File: src/rtl/hex_mul_engine.sv
// hex_mul_engine
//   Byte-stream core of a parametrised hex multiplier. It sits between a UART
//   receiver (byte + one-cycle strobe) and a UART transmitter (valid/ready).
//   Two DIGITS-wide ASCII hex operands (upper or lower case) are collected and
//   closed by a terminator (space or CR). They are multiplied with a radix-2
//   shift-add unit over 4*DIGITS cycles. The 2*DIGITS-digit product is then
//   returned as upper-case ASCII hex, MSB first, with leading zeros.
//   A malformed command pulses err and answers a single '?'.
//
// Optional build macro:
//   HEX_MUL_CRLF_EN - when defined, every response (product or '?') is
//                     followed by CR (0x0D) and LF (0x0A).
//
// Parameters:
//   DIGITS   hex digits per operand (1..8)
//
// Ports:
//   clk       in   system clock
//   reset     in   asynchronous active-low reset (0 = reset)
//   rx_data   in   received byte
//   rx_valid  in   one-cycle strobe qualifying rx_data
//   tx_data   out  byte to transmit, stable while tx_valid && !tx_ready
//   tx_valid  out  tx_data valid, held until accepted
//   tx_ready  in   transmitter accepts a byte when tx_valid && tx_ready
//   busy      out  high while multiplying or sending
//   err       out  one-cycle pulse when a command is rejected
module hex_mul_engine #(
  parameter int unsigned DIGITS = 2
) (
  input  logic       clk,
  input  logic       reset,
  input  logic [7:0] rx_data,
  input  logic       rx_valid,
  output logic [7:0] tx_data,
  output logic       tx_valid,
  input  logic       tx_ready,
  output logic       busy,
  output logic       err
);

  localparam int unsigned OPW  = 4 * DIGITS;         // operand width
  localparam int unsigned PW   = 8 * DIGITS;         // product width
  localparam int unsigned NDIG = 2 * DIGITS;         // digits per command / per product
  localparam int unsigned CW   = $clog2(NDIG + 1);   // digit counter width
  localparam int unsigned MW   = $clog2(OPW);        // multiply step counter width
  localparam int unsigned IW   = $clog2(NDIG + 3);   // send index width (room for idx+1)

`ifdef HEX_MUL_CRLF_EN
  localparam bit CRLF_EN = 1'b1;
`else
  localparam bit CRLF_EN = 1'b0;
`endif

  localparam logic [CW-1:0] DIG_C   = CW'(DIGITS);
  localparam logic [CW-1:0] NDIG_C  = CW'(NDIG);
  localparam logic [MW-1:0] MLAST   = MW'(OPW - 1);
  localparam logic [IW-1:0] LAST_PR = CRLF_EN ? IW'(NDIG + 1) : IW'(NDIG - 1);
  localparam logic [IW-1:0] LAST_ER = CRLF_EN ? IW'(2) : IW'(0);

  typedef enum logic [1:0] {
    S_COLLECT,
    S_MUL,
    S_SEND
  } state_t;

  state_t          state;
  logic [CW-1:0]   count;
  logic            bad;
  logic [OPW-1:0]  op_a;
  logic [OPW-1:0]  op_b;
  logic [PW-1:0]   acc;       // running sum; holds the product once MUL completes
  logic [PW-1:0]   mcand;     // multiplicand, shifted left each step
  logic [OPW-1:0]  mplier;    // multiplier, shifted right each step
  logic [MW-1:0]   mul_cnt;
  logic [IW-1:0]   send_idx;  // index of the byte currently on tx_data
  logic            err_mode;  // response is '?' rather than the product

  // Received byte classification
  logic       is_hex;
  logic       is_term;
  logic [3:0] nib;

  always_comb begin
    is_hex = 1'b1;
    nib    = '0;
    if (rx_data >= 8'h30 && rx_data <= 8'h39) begin
      nib = 4'(rx_data - 8'h30);
    end else if (rx_data >= 8'h41 && rx_data <= 8'h46) begin
      nib = 4'(rx_data - 8'h37);
    end else if (rx_data >= 8'h61 && rx_data <= 8'h66) begin
      nib = 4'(rx_data - 8'h57);
    end else begin
      is_hex = 1'b0;
    end
    is_term = (rx_data == 8'h20) || (rx_data == 8'h0D);
  end

  // Character for output position idx. Product digits come first (MSB
  // nibble at idx 0), then the optional CR/LF; the '?' response uses
  // idx 0 for '?' followed by the optional CR/LF.
  function automatic logic [7:0] char_at(input logic [IW-1:0] idx,
                                         input logic [PW-1:0] prod,
                                         input logic          errm);
    logic [7:0]  c;
    logic [3:0]  n;
    int unsigned sh;
    c  = 8'h0A;
    n  = '0;
    sh = 0;
    if (errm) begin
      if (idx == '0)
        c = 8'h3F;
      else if (idx == IW'(1))
        c = 8'h0D;
      else
        c = 8'h0A;
    end else if (idx < IW'(NDIG)) begin
      sh = 4 * (NDIG - 1 - 32'(idx));
      n  = 4'(prod >> sh);
      c  = (n < 4'd10) ? (8'h30 + {4'h0, n}) : (8'h37 + {4'h0, n});
    end else if (idx == IW'(NDIG)) begin
      c = 8'h0D;
    end
    return c;
  endfunction

  logic [7:0] cur_char;
  logic [7:0] nxt_char;
  logic       at_last;

  always_comb begin
    cur_char = char_at(send_idx, acc, err_mode);
    nxt_char = char_at(send_idx + IW'(1), acc, err_mode);
    at_last  = (send_idx == (err_mode ? LAST_ER : LAST_PR));
  end

  always_ff @(posedge clk or negedge reset) begin
    if (!reset) begin
      state    <= S_COLLECT;
      count    <= '0;
      bad      <= 1'b0;
      op_a     <= '0;
      op_b     <= '0;
      acc      <= '0;
      mcand    <= '0;
      mplier   <= '0;
      mul_cnt  <= '0;
      send_idx <= '0;
      err_mode <= 1'b0;
      tx_data  <= '0;
      tx_valid <= 1'b0;
      busy     <= 1'b0;
      err      <= 1'b0;
    end else begin
      err <= 1'b0;
      case (state)
        S_COLLECT: begin
          if (rx_valid) begin
            if (is_hex) begin
              if (count < NDIG_C) begin
                // Shift written without a part-select so DIGITS=1 stays legal
                if (count < DIG_C)
                  op_a <= (op_a << 4) | OPW'(nib);
                else
                  op_b <= (op_b << 4) | OPW'(nib);
                count <= count + CW'(1);
              end else begin
                bad <= 1'b1;
              end
            end else if (is_term) begin
              count <= '0;
              bad   <= 1'b0;
              op_a  <= '0;
              op_b  <= '0;
              if (count == NDIG_C && !bad) begin
                state    <= S_MUL;
                busy     <= 1'b1;
                mcand    <= PW'(op_a);
                mplier   <= op_b;
                acc      <= '0;
                mul_cnt  <= '0;
                err_mode <= 1'b0;
              end else if (count != '0 || bad) begin
                state    <= S_SEND;
                busy     <= 1'b1;
                err      <= 1'b1;
                err_mode <= 1'b1;
                send_idx <= '0;
              end
              // Empty line: nothing to do
            end else begin
              bad <= 1'b1;
            end
          end
        end

        S_MUL: begin
          if (mplier[0])
            acc <= acc + mcand;
          mcand   <= mcand << 1;
          mplier  <= mplier >> 1;
          mul_cnt <= mul_cnt + MW'(1);
          if (mul_cnt == MLAST) begin
            state    <= S_SEND;
            send_idx <= '0;
          end
        end

        S_SEND: begin
          // First SEND cycle presents byte 0; afterwards the next byte is
          // loaded on the same edge that completes a transfer.
          if (!tx_valid) begin
            tx_data  <= cur_char;
            tx_valid <= 1'b1;
          end else if (tx_ready) begin
            if (at_last) begin
              tx_valid <= 1'b0;
              busy     <= 1'b0;
              state    <= S_COLLECT;
            end else begin
              tx_data  <= nxt_char;
              send_idx <= send_idx + IW'(1);
            end
          end
        end

        default: begin
          state <= S_COLLECT;
          busy  <= 1'b0;
        end
      endcase
    end
  end

endmodule

File: config.mk
export PLATFORM = sky130hd
export DESIGN_NAME = hex_mul_engine
export DESIGN_NICKNAME = d
export VERILOG_FILES = /design/src/rtl/hex_mul_engine.sv
export SDC_FILE = /design/constraint.sdc
export NUM_CORES = 1
export LEC_CHECK = 0
export ABC_AREA = 1
export BUFFER_PORTS_ARGS = -buffer_cell sky130_fd_sc_hd__buf_2
export CAP_MARGIN = 20
export CORE_AREA = 10 10 129 102
export DETAILED_ROUTE_END_ITERATION = 10
export DIE_AREA = 0 0 139 112
export GPL_ROUTABILITY_DRIVEN = 0
export PLACE_DENSITY = 0.66
export SLEW_MARGIN = 15
export SYNTH_ARGS = -nofsm -noshare
export SYNTH_HDL_FRONTEND = slang
export SYNTH_SLANG_ARGS = --single-unit
export TNS_END_PERCENT = 100
File: constraint.sdc
create_clock -name clk -period 3.8 [get_ports clk]
set_input_delay 0.76 -clock clk [delete_from_list [all_inputs] [get_ports clk]]
set_output_delay 0.76 -clock clk [all_outputs]
set_load 0.02 [all_outputs]
; ---- Word level (Yosys, flattened, before mapping)
; Index checks and enable logic that the tools add are counted.
[classes]
addsub = 13
n_mul = 0
div_mod_pow = 0
order_cmp = 12
n_eq_ne = 30
shift = 2
muxes = 95
bitwise_logic = 4
n_reduce_logical = 26
[op_table]
columns = operator, count
row1 = $mux 16, 9
row2 = $mux 8, 16
row3 = $pmux 16 s2, 2
row4 = $shr 16x32->4, 2
row5 = $mux 3, 20
row6 = $ne 2x2->1 const B, 15
row7 = $add 6x4->7 const A, 4
row8 = $mux 7, 4
row9 = $mux 1, 24
row10 = $mux 2, 10
row11 = $reduce_and 5->1, 4
row12 = $add 16x16->16, 1
row13 = $ge 8x7->1 const B, 2
row14 = $le 8x7->1 const B, 2
row15 = $or 8x4->8, 2
row16 = $pmux 8 s2, 1
row17 = $reduce_and 8->1, 2
row18 = $eq 3x3->1 const B, 4
row19 = $mux 4, 3
row20 = $mux 6, 2
row21 = $reduce_and 10->1, 1
row22 = $add 3x1->3 const B, 3
row23 = $lt 3x3->1 const B, 3
row24 = $pmux 3 s3, 1
row25 = 29 further kinds, 45
[word_totals]
reg_bits = 80
latchBits = 0
ramBits = 0
rom_bits = 0
out_inout_bits = 11
elab_cells = 197
n_memories = 0

; ---- Longest topological paths before layout
[depth]
word_depth = 10
mapped_depth = 16

; ---- Worst setup path before layout
; Ideal clock, no wire load.
[synth_path]
kind = register -> register
startpoint = register send_idx[0]
endpoint = register tx_data[1]
setup_ns = 0.077
arrival_time_ns = 2.068
t_required_ns = 3.723
path_slack_ns = 1.655
path_stages_with_launch = 16
n_path_buf = 1
cell_sequence = dfrtp_1 > inv_2 > buf_2 > ha_1 > inv_1 > o21ai_0 > o22ai_1 > nand2_1 > ha_1 > inv_1 > nand3_1 > nand2_1 > nand2_1 > nand2_1 > nand2_1 > a21oi_1
[synth_between]
elab_chain_len = 10
word_cells_on_any_way = 37
cone_classes = add/sub: 7 / order compare: 4 / eq/ne: 6 / shift: 2 / mux: 15 / reduce/logical: 3
[synth_rtl]
columns = element, line
row1 = start: declaration, 75  ; logic [IW-1:0] send_idx;
row2 = start signal: assignment, 222  ; send_idx <= send_idx + IW'(1);
row3 = $add 3x1->3, 133  ; nxt_char = char_at(send_idx + IW'(1), acc, err_mode);
row4 = $sub 2x3->4, 118  ; sh = 4 * (NDIG - 1 - 32'(idx));
row5 = $shr 16x32->4, 119  ; n = 4'(prod >> sh);
row6 = $add 6x4->7 / $lt 4x4->1 (equally long branches), 120  ; c = (n < 4'd10) ? (8'h30 + {4'h0, n}) : (8'h37 + {4'h0, n});
row7 = $mux 7, 120
row8 = $mux 7, 117  ; end else if (idx < IW'(NDIG)) begin
row9 = $mux 8, 110  ; if (errm) begin
row10 = $mux 8, 216  ; if (at_last) begin
row11 = $mux 8, 215  ; end else if (tx_ready) begin
row12 = $mux 8, 212  ; if (!tx_valid) begin
row13 = end signal: assignment, 213  ; tx_data <= cur_char;
row14 = end signal: assignment, 221  ; tx_data <= nxt_char;
row15 = end: declaration, 34  ; output logic [7:0] tx_data,
; Parallel ways exist; a longest one is shown, timed or not. The select of a mux whose other input is x is not followed.
; A chain may end at the register's enable or synchronous reset.

; ---- Worst setup path in the final report
; Ends and elaborated chain as after synthesis.

==> run summary <==
Power density over cell area: 726 nW/um^2
Yosys top cell area share: 38.2%
R2r setup slk: 920 ps
Final slew viol count: 0
Diodes inserted: 0
Initial core utilization: 48.6%
Syn-to-layout area delta: 9.47%
Main synth FF type: dfrtp_1
CTS Buffer Depth: 2
Grt met1 use: 20.9%
Avg Vias per Cell: 5.25
# Post-CTS Setup Buffers: 0
Final setup fails: 0
Post-synth top cells: nand2_1 (227), dfrtp_1 (79), inv_1 (78)
Core region area: 10700 sq um
Setup TNS: 0 ps
Nature of the critical path endpoint: flop
Sink Count: 79
DP HPWL: 9200 microns
Final clock skew: 5.77 ps
IO Pins: 23
CTS resizes: 0
Largest net degree at the start of global routing: 80
Ys async rst share: 100%
Avg Inst Size Synth: 7.39 sq um
Leakage Power: 2.80 nW
Pre-Repair DR Iteration Count: 5
Layout cells sized above 1: 10.7%
Detail Route Antenna Nets: 0
Busiest grt layer: met2
Row count: 33
Final hold slack: 476 ps
GRT Overall Usage: 15.8%
Via count of the routed design: 4520
IO buf count: 21
WL per Instance: 14.0 microns
Fin crit share: 75.7%
CP arrival: 3140 ps
Syn Inst Count: 701
Initial DRC count: 326
Ys Warns: 0
Outcome: finished clean
Cell mode on critical path: nand2_1
Clk slew on worst S/H paths: 60 ps
Die Area: 15600 sq um
Mapped Nets: 744
Final nets: 759
Minimum clock period: 2880 ps
GR Layer Usage met3: 4.42%
WL final: 12000 microns
Fillcell total: 1072
Worst path max stage delay: 730 ps
EDFF count, synth: 0
CP Cell Sequence: inv_2 -> ha_1 -> inv_1 -> o21ai_0 -> o22ai_1 -> nand2_1 -> ha_1 -> inv_1 -> nand3_1 -> nand2_1 -> nand2_1 -> nand2_1 -> nand2_1 -> a21oi_1
Hold Crit Class: flop to flop
Slew @ Worst Pin: 1010 ps
Largest area contributor in the netlist: dfrtp_1
Slew margin rel.: 32.8%
Root Buffer: clkbuf_16
Mapped cell area: 5180 sq um
Num CTS Buffers: 9
Skew-Pair Late Insertion Delay: 340 ps
M2 GR Usage: 25.0%
Top-count cell post-synth: nand2_1
Initial antenna violation count: 0
Synth area leaders: dfrtp_1 (38%), nand2_1 (16%), ha_1 (7.2%), inv_1 (5.7%), o21ai_0 (5.2%)
Max Freq: 348 MHz
Cts hold-fix bufs: 0
Req. time, crit path: 4060 ps
Seq cells post-synth: 79
Vias in the first global route: 4364
Max Cap Violations: 0
Worst path slowest cell: dfrtp_1
Die height: 112 microns
Setup CP Type: flop to flop
Endpoints failing hold: 0
DR DRC count: 0
Netlist cell types: 41
H-Tree Depth: 3
Gr ovfl total: 0
TritonCTS clock tree: done
Sequential area share after synthesis: 38.2%
Worst Path Max Fanout: 22
First-pass GRT wire length: 20800 microns
Critical path launch point type: flop
RSZ-0062 raised after global routing: no
Horiz. Die Dim: 139 microns
Peak VDD IR: 0.000263 V
-- cells by family after synthesis --
| kind of cell | synth area share (%) |
|---|---|
| adders and majority gates | 7.64 |
| AOI/OAI and AO/OA | 14.9 |
| xor gates and xnor gates | 1.86 |
| buffers and inverters | 8.41 |
| and+or+nand+nor | 29.0 |
| other | 0.0724 |
| DFF | 38.2 |
-- report_power, final --
group / internal (mW) / switching (mW)
registers: 1.04 / 0.198
logic: 0.717 / 1.26
clock network: 0.549 / 0.353
total: 2.31 / 1.81
-- through the flow --
| step | total power [mW] | instance area, sq um | setup slack, ps | utilization [%] | std cells |
|---|---|---|---|---|---|
| floorplan | 2.73 | 5180 | 1660 | - | 701 |
| global placement | 3.15 | 5350 | 1170 | 50.2 | 845 |
| detailed placement | 3.20 | 5350 | 1000 | 50.2 | 845 |
| CTS | 4.12 | 5670 | 974 | 53.2 | 861 |
| global route | 4.50 | 5670 | 603 | 53.2 | 861 |
| finish | 4.11 | 5670 | 923 | 53.2 | 861 |
-- per-layer routing --
metal | up-vias | share of wire, % | wire length [microns]
met4 | 0 | 0.86 | 104
met5 | - | 0 | 0
met2 | 96 | 45 | 5370
met1 | 2101 | 50 | 5970
li1 | 2313 | - | -
met3 | 10 | 4.9 | 589
-- cells in the final DEF (no fill, tap or decap), drive strengths merged, types with 2 or more instances in the layout --
cell type	count
a21oi	25
dfrtp	79
buf	22
o211ai	2
nor3	5
o21ai	76
or2	2
inv	86
nand3b	3
a31oi	11
nor2	46
clkinv	2
clkbuf	11
xor2	6
ha	30
nand3	52
o22ai	8
xnor2	5
nand4	7
nand2	232
o21bai	2
-- critical path, delay by kind of cell, from the launching register on --
family / cells / cell delay, ps
adder cells (fa/ha/maj): 2 / 720
AND/OR/NAND/NOR: 6 / 420
flip-flops: 1 / 730
AO/OA/AOI/OAI: 3 / 440
buffers and inverters: 3 / 480
-- registers in the layout (all words and copies together), names as in the netlist --
signal	flops
tx_valid	1
err_mode	1
op_b	8
count	3
state	2
bad	1
acc	16
mul_cnt	3
tx_data	7
busy	1
mcand	16
op_a	8
send_idx	3
mplier	8
err	1
-- cell type report --
cell class | instances | area (sq um) | share of cell area (%)
timing repair buffer | 22 | 115 | 2.03
tap | 140 | 175 | 3.09
inverter | 85 | 319 | 5.63
multi-input combinational | 519 | 2770 | 48.8
sequential | 79 | 1980 | 34.9
clock buffer | 11 | 253 | 4.46
clock inverter | 5 | 63.8 | 1.13
-- final timing paths --
path | startpoint | end | cells after the start
max in group asynchronous | reset | mcand[6] | 1
min in group asynchronous | reset | acc[11] | 1
setup reg to reg | send_idx[0] | tx_data[1] | 14
hold / removal | tx_data[2] | tx_data[2] | 2
hold reg to reg | tx_data[2] | tx_data[2] | 2
setup / recovery | send_idx[0] | tx_data[1] | 14
No activity file was read; power rests on OpenSTA's default activity.
